==> src/rtl/core_ctrl_pkg.sv <==
// Shared constants for the multi-cycle MIPS-subset controller: instruction
// field codes, ALU function codes, FSM state encoding and datapath select values.
// Latency: n/a (package). Backpressure: n/a.
package core_ctrl_pkg;

    // Opcodes (IR[31:26])
    localparam logic [5:0] OP_RTYPE = 6'b000000;
    localparam logic [5:0] OP_J     = 6'b000010;
    localparam logic [5:0] OP_BEQ   = 6'b000100;
    localparam logic [5:0] OP_ADDI  = 6'b001000;
    localparam logic [5:0] OP_ANDI  = 6'b001100;
    localparam logic [5:0] OP_ORI   = 6'b001101;
    localparam logic [5:0] OP_LW    = 6'b100011;
    localparam logic [5:0] OP_SW    = 6'b101011;

    // R-type funct codes (IR[5:0])
    localparam logic [5:0] FN_ADD = 6'b100000;
    localparam logic [5:0] FN_SUB = 6'b100010;
    localparam logic [5:0] FN_AND = 6'b100100;
    localparam logic [5:0] FN_OR  = 6'b100101;
    localparam logic [5:0] FN_SLT = 6'b101010;

    // ALU function codes
    localparam logic [3:0] ALU_AND = 4'b0000;
    localparam logic [3:0] ALU_OR  = 4'b0001;
    localparam logic [3:0] ALU_ADD = 4'b0010;
    localparam logic [3:0] ALU_SUB = 4'b0110;
    localparam logic [3:0] ALU_SLT = 4'b0111;

    // FSM state encoding; codes 12..15 are unused and recover to FETCH
    localparam logic [3:0] S_FETCH    = 4'd0;
    localparam logic [3:0] S_DECODE   = 4'd1;
    localparam logic [3:0] S_EXEC_R   = 4'd2;
    localparam logic [3:0] S_WB_R     = 4'd3;
    localparam logic [3:0] S_EXEC_I   = 4'd4;
    localparam logic [3:0] S_WB_I     = 4'd5;
    localparam logic [3:0] S_MEM_ADDR = 4'd6;
    localparam logic [3:0] S_MEM_RD   = 4'd7;
    localparam logic [3:0] S_MEM_WR   = 4'd8;
    localparam logic [3:0] S_WB_MEM   = 4'd9;
    localparam logic [3:0] S_BRANCH   = 4'd10;
    localparam logic [3:0] S_JUMP     = 4'd11;

    // ALU B-operand select
    localparam logic [1:0] SRCB_RT     = 2'd0;
    localparam logic [1:0] SRCB_FOUR   = 2'd1;
    localparam logic [1:0] SRCB_IMM    = 2'd2;
    localparam logic [1:0] SRCB_IMM_SH = 2'd3;

    // PC source select
    localparam logic [1:0] PCSRC_SEQ    = 2'd0;
    localparam logic [1:0] PCSRC_BRANCH = 2'd1;
    localparam logic [1:0] PCSRC_JUMP   = 2'd2;

    // What the ALU is being asked to do in the current state
    typedef enum logic [2:0] {
        ACLS_NONE,   // ALU unused: drive code 0
        ACLS_ADD,    // address / PC arithmetic
        ACLS_SUB,    // branch compare
        ACLS_FUNCT,  // R-type, chosen by funct
        ACLS_IMM     // I-type ALU op, chosen by opcode
    } alu_cls_e;

    // Sign-extension is needed for arithmetic / address / branch immediates;
    // logical immediates and everything else use zero-extension.
    function automatic logic ext_is_sign(input logic [5:0] op);
        return (op == OP_ADDI) || (op == OP_LW) || (op == OP_SW) || (op == OP_BEQ);
    endfunction

endpackage

==> src/rtl/alu_op_decode.sv <==
// ALU function decode from state class, opcode and funct; also flags legal funct.
// Latency: combinational, zero cycles.
// Backpressure: none (pure function of inputs).
module alu_op_decode
    import core_ctrl_pkg::*;
#(
    parameter int ALU_OP_W  = 4,
    parameter int OPC_WIDTH = 6
) (
    input  alu_cls_e             cls,
    input  logic [OPC_WIDTH-1:0] opcode,
    input  logic [OPC_WIDTH-1:0] funct,
    output logic [ALU_OP_W-1:0]  alu_op,
    output logic                 funct_valid
);

    logic [ALU_OP_W-1:0] funct_op;

    always_comb begin
        funct_valid = 1'b1;
        funct_op    = ALU_ADD;
        case (funct)
            FN_ADD:  funct_op = ALU_ADD;
            FN_SUB:  funct_op = ALU_SUB;
            FN_AND:  funct_op = ALU_AND;
            FN_OR:   funct_op = ALU_OR;
            FN_SLT:  funct_op = ALU_SLT;
            default: funct_valid = 1'b0;
        endcase
    end

    always_comb begin
        alu_op = '0;
        case (cls)
            ACLS_ADD:   alu_op = ALU_ADD;
            ACLS_SUB:   alu_op = ALU_SUB;
            ACLS_FUNCT: alu_op = funct_op;
            ACLS_IMM: begin
                case (opcode)
                    OP_ANDI: alu_op = ALU_AND;
                    OP_ORI:  alu_op = ALU_OR;
                    default: alu_op = ALU_ADD;
                endcase
            end
            default:    alu_op = '0;
        endcase
    end

endmodule

==> src/rtl/multicycle_control.sv <==
// Multi-cycle control FSM for the MIPS-subset core: fetch/decode/execute/mem/writeback.
// Latency: R/I 4, LW 5, SW 4, BEQ/J 3 cycles with zero-wait memory; +1 per wait cycle.
// Backpressure: holds mem_req in FETCH/MEM_RD/MEM_WR until mem_ready; ignores it elsewhere.
//
// Ports: clk/rst (sync active-high); opcode/funct from IR; alu_zero from ALU;
// mem_req/mem_we/mem_ready memory handshake; remaining outputs are datapath selects
// and single-cycle write enables; illegal pulses on an undecodable instruction.
module multicycle_control
    import core_ctrl_pkg::*;
#(
    parameter int DATA_WIDTH = 32,
    parameter int OPC_WIDTH  = 6,
    parameter int ALU_OP_W   = $clog2(DATA_WIDTH) - 1
) (
    input  logic                 clk,
    input  logic                 rst,
    input  logic [OPC_WIDTH-1:0] opcode,
    input  logic [OPC_WIDTH-1:0] funct,
    input  logic                 alu_zero,
    input  logic                 mem_ready,
    output logic                 mem_req,
    output logic                 mem_we,
    output logic                 iord,
    output logic                 ir_write,
    output logic                 pc_write,
    output logic [1:0]           pc_src,
    output logic                 alu_src_a,
    output logic [1:0]           alu_src_b,
    output logic [ALU_OP_W-1:0]  alu_op,
    output logic                 ext_sel,
    output logic                 reg_dst,
    output logic                 mem_to_reg,
    output logic                 reg_write,
    output logic                 illegal
);

    logic [3:0] state_q, state_d;
    logic       ext_q, ext_d;
    alu_cls_e   alu_cls;
    logic       funct_valid;

    logic is_r, is_i, is_mem, is_beq, is_j, decodable;

    assign is_r      = (opcode == OP_RTYPE);
    assign is_i      = (opcode == OP_ADDI) || (opcode == OP_ANDI) || (opcode == OP_ORI);
    assign is_mem    = (opcode == OP_LW) || (opcode == OP_SW);
    assign is_beq    = (opcode == OP_BEQ);
    assign is_j      = (opcode == OP_J);
    // R-type with an unknown funct is rejected in DECODE, so no write is ever issued
    assign decodable = (is_r && funct_valid) || is_i || is_mem || is_beq || is_j;

    alu_op_decode #(
        .ALU_OP_W  (ALU_OP_W),
        .OPC_WIDTH (OPC_WIDTH)
    ) u_alu_op_decode (
        .cls         (alu_cls),
        .opcode      (opcode),
        .funct       (funct),
        .alu_op      (alu_op),
        .funct_valid (funct_valid)
    );

    always_ff @(posedge clk) begin
        if (rst) begin
            state_q <= S_FETCH;
            ext_q   <= 1'b0;
        end else begin
            state_q <= state_d;
            ext_q   <= ext_d;
        end
    end

    // Next state
    always_comb begin
        state_d = S_FETCH;
        ext_d   = ext_q;
        case (state_q)
            S_FETCH:    state_d = mem_ready ? S_DECODE : S_FETCH;
            S_DECODE: begin
                ext_d = ext_is_sign(opcode);
                if (is_r && funct_valid) state_d = S_EXEC_R;
                else if (is_i)           state_d = S_EXEC_I;
                else if (is_mem)         state_d = S_MEM_ADDR;
                else if (is_beq)         state_d = S_BRANCH;
                else if (is_j)           state_d = S_JUMP;
                else                     state_d = S_FETCH;
            end
            S_EXEC_R:   state_d = S_WB_R;
            S_EXEC_I:   state_d = S_WB_I;
            S_MEM_ADDR: state_d = (opcode == OP_LW) ? S_MEM_RD : S_MEM_WR;
            S_MEM_RD:   state_d = mem_ready ? S_WB_MEM : S_MEM_RD;
            S_MEM_WR:   state_d = mem_ready ? S_FETCH : S_MEM_WR;
            default:    state_d = S_FETCH;
        endcase
    end

    // Output decode; everything forced low while rst is asserted
    always_comb begin
        mem_req    = 1'b0;
        mem_we     = 1'b0;
        iord       = 1'b0;
        ir_write   = 1'b0;
        pc_write   = 1'b0;
        pc_src     = PCSRC_SEQ;
        alu_src_a  = 1'b0;
        alu_src_b  = SRCB_RT;
        alu_cls    = ACLS_NONE;
        ext_sel    = 1'b0;
        reg_dst    = 1'b0;
        mem_to_reg = 1'b0;
        reg_write  = 1'b0;
        illegal    = 1'b0;
        if (!rst) begin
            ext_sel = ext_q;
            case (state_q)
                S_FETCH: begin
                    mem_req = 1'b1;
                    if (mem_ready) begin
                        ir_write  = 1'b1;
                        pc_write  = 1'b1;
                        alu_src_b = SRCB_FOUR;
                        alu_cls   = ACLS_ADD;
                    end
                end
                S_DECODE: begin
                    // The extender feeds the branch-target add this cycle, so the
                    // select comes straight from the opcode rather than the latch
                    ext_sel   = ext_is_sign(opcode);
                    alu_src_b = SRCB_IMM_SH;
                    alu_cls   = ACLS_ADD;
                    illegal   = !decodable;
                end
                S_EXEC_R: begin
                    alu_src_a = 1'b1;
                    alu_cls   = ACLS_FUNCT;
                end
                S_WB_R: begin
                    reg_dst   = 1'b1;
                    reg_write = 1'b1;
                end
                S_EXEC_I: begin
                    alu_src_a = 1'b1;
                    alu_src_b = SRCB_IMM;
                    alu_cls   = ACLS_IMM;
                end
                S_WB_I:     reg_write = 1'b1;
                S_MEM_ADDR: begin
                    alu_src_a = 1'b1;
                    alu_src_b = SRCB_IMM;
                    alu_cls   = ACLS_ADD;
                end
                S_MEM_RD: begin
                    mem_req = 1'b1;
                    iord    = 1'b1;
                end
                S_MEM_WR: begin
                    mem_req = 1'b1;
                    mem_we  = 1'b1;
                    iord    = 1'b1;
                end
                S_WB_MEM: begin
                    mem_to_reg = 1'b1;
                    reg_write  = 1'b1;
                end
                S_BRANCH: begin
                    alu_src_a = 1'b1;
                    alu_cls   = ACLS_SUB;
                    pc_src    = PCSRC_BRANCH;
                    pc_write  = alu_zero;
                end
                S_JUMP: begin
                    pc_src   = PCSRC_JUMP;
                    pc_write = 1'b1;
                end
                default:    ext_sel = 1'b0;
            endcase
        end
    end

endmodule
==> config.mk <==
export PLATFORM = sky130hd
export DESIGN_NAME = multicycle_control
export DESIGN_NICKNAME = d
export VERILOG_FILES = /design/src/rtl/core_ctrl_pkg.sv /design/src/rtl/alu_op_decode.sv /design/src/rtl/multicycle_control.sv
export SDC_FILE = /design/constraint.sdc
export NUM_CORES = 1
export LEC_CHECK = 0
export CAP_MARGIN = 10
export CORE_MARGIN = 8
export CORE_UTILIZATION = 37
export CTS_CLUSTER_DIAMETER = 80
export DETAILED_ROUTE_END_ITERATION = 8
export GPL_TIMING_DRIVEN = 0
export PLACE_DENSITY_LB_ADDON = 0.3
export SETUP_SLACK_MARGIN = 0.1
export SYNTH_ARGS = -nofsm -noshare
export SYNTH_HDL_FRONTEND = slang
export SYNTH_SLANG_ARGS = --single-unit
==> constraint.sdc <==
create_clock -name clk -period 1.6 [get_ports clk]
set_input_delay 0.32 -clock clk [delete_from_list [all_inputs] [get_ports clk]]
set_output_delay 0.32 -clock clk [all_outputs]
set_load 0.03 [all_outputs]
==> results.md, run 1 <==
- Register area share after synthesis: 0.126
- Synth Register Bits: 5
- Most used flip-flop cell after synthesis: dfxtp_1
- Avg Cell Area, Syn: 6.45 um2
- Row count: 16
- Die X: 62.3 um
- Cell count after synthesis: 123
- Dpl hpwl: 2160 um
- Outcome: stopped before the end
- Worst endpoint, post-GRT repair: alu_op[0]
- Mapped Nets: 139
- TritonCTS buffer count: 3
- Initial Util: 0.396
- Stop err: [ERROR DPL-0038] Utilization greater than 100%, impossible to legalize
- Number of buffers added on ports: 32
- Number of synthesized flops with an enable pin: 0
- Clock sink count: 5
- DIE HEIGHT: 62.3 um
- Async SR Flop Fraction: 0
- Root buffer selected by CTS: clkbuf_4
- Synth warnings: 0
- Largest net degree at the start of global routing: 11
- Yosys cell types: 45
- H-tree Lvls: 1
- Io pins: 35
- Worst End Pin Type: output port
- Gpl congestion: 0.849
- Post-CTS Hold Buffers: 0
- Exit stage: global routing
- CTS max path bufs: 2
- Synthesized cell area: 793 um2
[cells by family after synthesis]
logic type	share of synthesized area
AND/OR/NAND/NOR	0.404
buffers and inverters	0.0852
XOR/XNOR	0.0331
flip-flops	0.126
AO/OA/AOI/OAI	0.334
multiplexers	0.0126
other	0.00473
[through the flow]
step / setup WS, ns / cell area, um2 / TNS (ns) / instances
2_1_floorplan: -0.236 / 1050 / -0.660 / 123
3_3_place_gp: -1.45 / 1400 / -18.10 / 182
3_5_place_dp: -1.48 / 1400 / -18.36 / 182
4_1_cts: -0.455 / 1730 / -4.77 / 200
[repair_timing]
action                                  CTS
pin swaps                                17
gates cloned                              2
gates resized for setup                 187
endpoints found under the setup margin   23
buffers inserted                         12
[synth_stat cells (2+ instances only)]
cell / number / area (um2)
nor3b_1: 2 / 15.0
inv_1: 6 / 22.5
nand3_1: 3 / 15.0
a21o_1: 2 / 15.0
a21oi_1: 11 / 55.1
or3_1: 4 / 25.0
a31oi_1: 2 / 12.5
clkbuf_1: 5 / 18.8
buf_2: 3 / 15.0
nand2_1: 9 / 33.8
nor2_1: 16 / 60.1
or4_1: 2 / 15.0
dfxtp_1: 5 / 100
o21ai_0: 5 / 25.0
nor2b_1: 4 / 25.0
o21bai_1: 4 / 30.0
o31ai_1: 2 / 15.0
nor3_1: 7 / 35.0
xnor2_1: 2 / 17.5
a211o_1: 3 / 26.3
nand2b_1: 2 / 12.5
==> run 2: changes to the inputs <==
--- a/config.mk
+++ b/config.mk
@@ -6,13 +6,11 @@
 export NUM_CORES = 1
 export LEC_CHECK = 0
 export CAP_MARGIN = 10
-export CORE_MARGIN = 8
-export CORE_UTILIZATION = 37
-export CTS_CLUSTER_DIAMETER = 80
+export CORE_AREA = 8 8 69 71
 export DETAILED_ROUTE_END_ITERATION = 8
+export DIE_AREA = 0 0 77 79
 export GPL_TIMING_DRIVEN = 0
-export PLACE_DENSITY_LB_ADDON = 0.3
-export SETUP_SLACK_MARGIN = 0.1
+export PLACE_DENSITY_LB_ADDON = 0.15
 export SYNTH_ARGS = -nofsm -noshare
 export SYNTH_HDL_FRONTEND = slang
 export SYNTH_SLANG_ARGS = --single-unit
==> constraint.sdc (replaced) <==
create_clock -name clk -period 2.1 [get_ports clk]
set_input_delay 0.42 -clock clk [delete_from_list [all_inputs] [get_ports clk]]
set_output_delay 0.42 -clock clk [all_outputs]
set_load 0.03 [all_outputs]
==> run 2 against run 1 <==
Net effect: the flow now finishes, with violations (negative setup slack); synthesized cell count unchanged; synthesized area unchanged.
==> results.md, run 2 <==
- P&R area growth vs syn: 72.4%
- Footprint of the multi-input gates: 747 um2
- P_int: 0.309 mW
- Worst r2r src: state_q[3]
- Comb power frac: 0.408
- Yosys cell types: 45
- Top-area cell type share of the netlist area: 0.126
- Worst hold path stage count: 2
- Sequential cell area: 108 um2
- Root buffer selected by CTS: clkbuf_8
- CP endpoint kind: primary output
- R2R Setup Slk: 0.37 ns
- Number of buffers added on ports: 32
- Largest regs: state_q (4), ext_q (1)
- Final setup violation count: 2
- Vias per Instance: 4.98
- Worst R2R End: state_q[1]
- Post-layout min period: 2.19 ns
- Mapped Nets: 139
- PD cells: 342 nW/um2
- Initial Util: 0.209
- CP max FO: 5
- DIE HEIGHT: 79 um
- WL/cell: 14.9 um
- CTS max path bufs: 2
- # diodes: 0
- Share of cells above drive strength 1: 0.404
- Initial antenna violation count: 0
- CP max-delay cell: or3b_4
- DRC viols: 0
- Number of synthesized flops with an enable pin: 0
- Most flop-heavy register: state_q
- DR iter-0 viols: 39
- Overall global routing resource usage: 0.102
- RSZ-0062 raised after global routing: true
- Most frequent cells in the layout: buf_2, nor2_1, buf_4
- TritonCTS buffer count: 3
- CP Launch Type: input port
- PnR worst setup slack: -0.0855 ns
- Hold WC Path Type: reg -> reg
- First-pass GRT wire length: 5300 um
- Cell count after synthesis: 123
- Final nets: 183
- Async SR Flop Fraction: 0
- Synthesized cell area: 793 um2
- Most common cell in the netlist: nor2_1
- Post-CTS Hold Buffers: 0
- H-tree Lvls: 1
- CTS clk-pin slew, worst paths: 0.04 ns
- Synth Register Bits: 5
- Outcome: finished, violations left
- Commonest non-fill, non-tap cell in the layout: buf_2
- CTS tree: built
- Hold path endpoint: ext_q
- GR Overflow Total: 0
- Avg Cell Area, Syn: 6.45 um2
- Peak supply drop: 0.000133 V
- Slew Limit Fails: 0
- Core ar.: 3800 um2
- Crit-path cells: clkdlybuf4s15_2 > or3b_4 > nor3b_4 > nand4_1 > o31ai_4 > buf_6
- FMAX: 0.458 GHz
- Pre-CTS setup slack: -1.15 ns
- Seq pwr share: 0.212
- Dpl hpwl: 2420 um
- Pre-Repair DR Iteration Count: 4
- TNS Setup: -0.141 ns
- Synth warnings: 0
- Failing checks: negative setup slack
- Synth area leader: dfxtp_1
- Worst endpoint required time: 1.68 ns
- Post-synth top cells: nor2_1, a21oi_1, nand2_1, nor3_1, inv_1
- Clock share of power: 0.380
- Cells on worst reg2reg path: 5
- Largest net degree at the start of global routing: 11
- Io pins: 35
- Register area share after synthesis: 0.126
- Final ANT Viol Nets: 0
- Gpl congestion: 0.850
- Most used flip-flop cell after synthesis: dfxtp_1
- Maxcap violations: 0
- Via count: 1076
- Die ar.: 6080 um2
- NetSw: 0.159 mW
- Worst skew pair latency: 0.22 ns
- Largest cells by area after synthesis: dfxtp_1, nor2_1, a21oi_1
- # fillers: 436
- Hold Startpoint: ext_q
- Vias in the first global route: 1115
- Clock sink count: 5
- Family with the most delay on the worst path: simple AND/OR/NAND/NOR gates
- CP max stage delay: 0.42 ns
- Arr. time, crit path: 1.77 ns
- Sw Ratio: 0.339
- Die X: 77 um
- Leak: 0.554 nW
- Crit path kind: in -> out
- Worst Skew: 0.00100 ns
- Row count: 23
- Total wire length: 3210 um
- Final Cycle Share: 1.04
- Final hold vios: 0
- CP bufs+invs: 2
- Largest register FFs: 4
## run 2: cell counts after synthesis
No cell type changed its count.
## run 2: layout make-up
cell class / count / area share
repair buffers: 39 / 0.217
multi-input cells: 102 / 0.546
plain buffers: 10 / 0.0631
clock buffers: 4 / 0.0329
flip-flops and latches: 5 / 0.0787
well taps: 50 / 0.0457
inverters: 6 / 0.0165
## run 2: worst max path at each step
stage          startpoint   endpoint  slack (ns)  depth (start not counted)
2_1_floorplan    funct[1]    illegal      -0.002                          4
3_3_place_gp    opcode[1]  alu_op[0]       -1.15                          6
3_5_place_dp    opcode[1]  alu_op[0]       -1.15                          6
4_1_cts        state_q[0]  alu_op[1]       -0.09                          6
5_1_grt        state_q[0]  alu_op[1]       -0.14                          6
6_report        opcode[5]  alu_op[0]       -0.09                          6
## run 2: logic make-up after synthesis
group / count (synthesis) / share of synthesized area
simple gates: 58 / 0.404
compound gates: 39 / 0.334
buf+inv: 16 / 0.0852
flops: 5 / 0.126
xor+xnor: 3 / 0.0331
mux: 1 / 0.0126
other cells: 1 / 0.00473
## run 2: power by group through the flow
stage	clock, mW	sequential, mW	combinational [mW]
final	0.178	0.0994	0.191
after CTS	0.183	0.100	0.188
after floorplan	0	0.100	0.0962
after global placement	0	0.101	0.169
after detailed placement	0	0.101	0.171
after global routing	0.189	0.0995	0.207
## run 2: worst reg2reg max path: cells and delay by family, from the launching register on
family / cells / cell delay (ns)
AOI/OAI and AO/OA: 1 / 0.20
DFF: 1 / 0.35
and+or+nand+nor: 2 / 0.81
buffers and inverters: 2 / 0.28
## run 2: per-stage QoR
step	instance area, um2	hold WS [ns]	power [mW]	std cells	utilization
finish	1370	0.515	0.468	216	0.360
global route	1370	0.584	0.495	216	0.360
CTS	1380	0.526	0.470	215	0.362
detailed placement	1200	0.536	0.272	205	0.317
global placement	1200	0.537	0.269	205	0.317
floorplan	821	0.472	0.196	123	-
## run 2: metal layers
metal | wire [um] | GRT usage | vias up | part of all wire
li1 | - | - | 539 | -
met1 | 1470 | 0.122 | 501 | 0.46
met2 | 1520 | 0.174 | 34 | 0.47
met3 | 193 | 0.0248 | 2 | 0.060
met4 | 25 | 0.0358 | 0 | 0.0078
met5 | 0 | 0 | - | 0
## run 2: repair_timing
action	in CTS	in global routing
setup endpoints to repair	18	13
setup buffers	6	1
pin swaps	11	4
gates resized for setup	132	26
No activity file was read; power rests on OpenSTA's default activity.
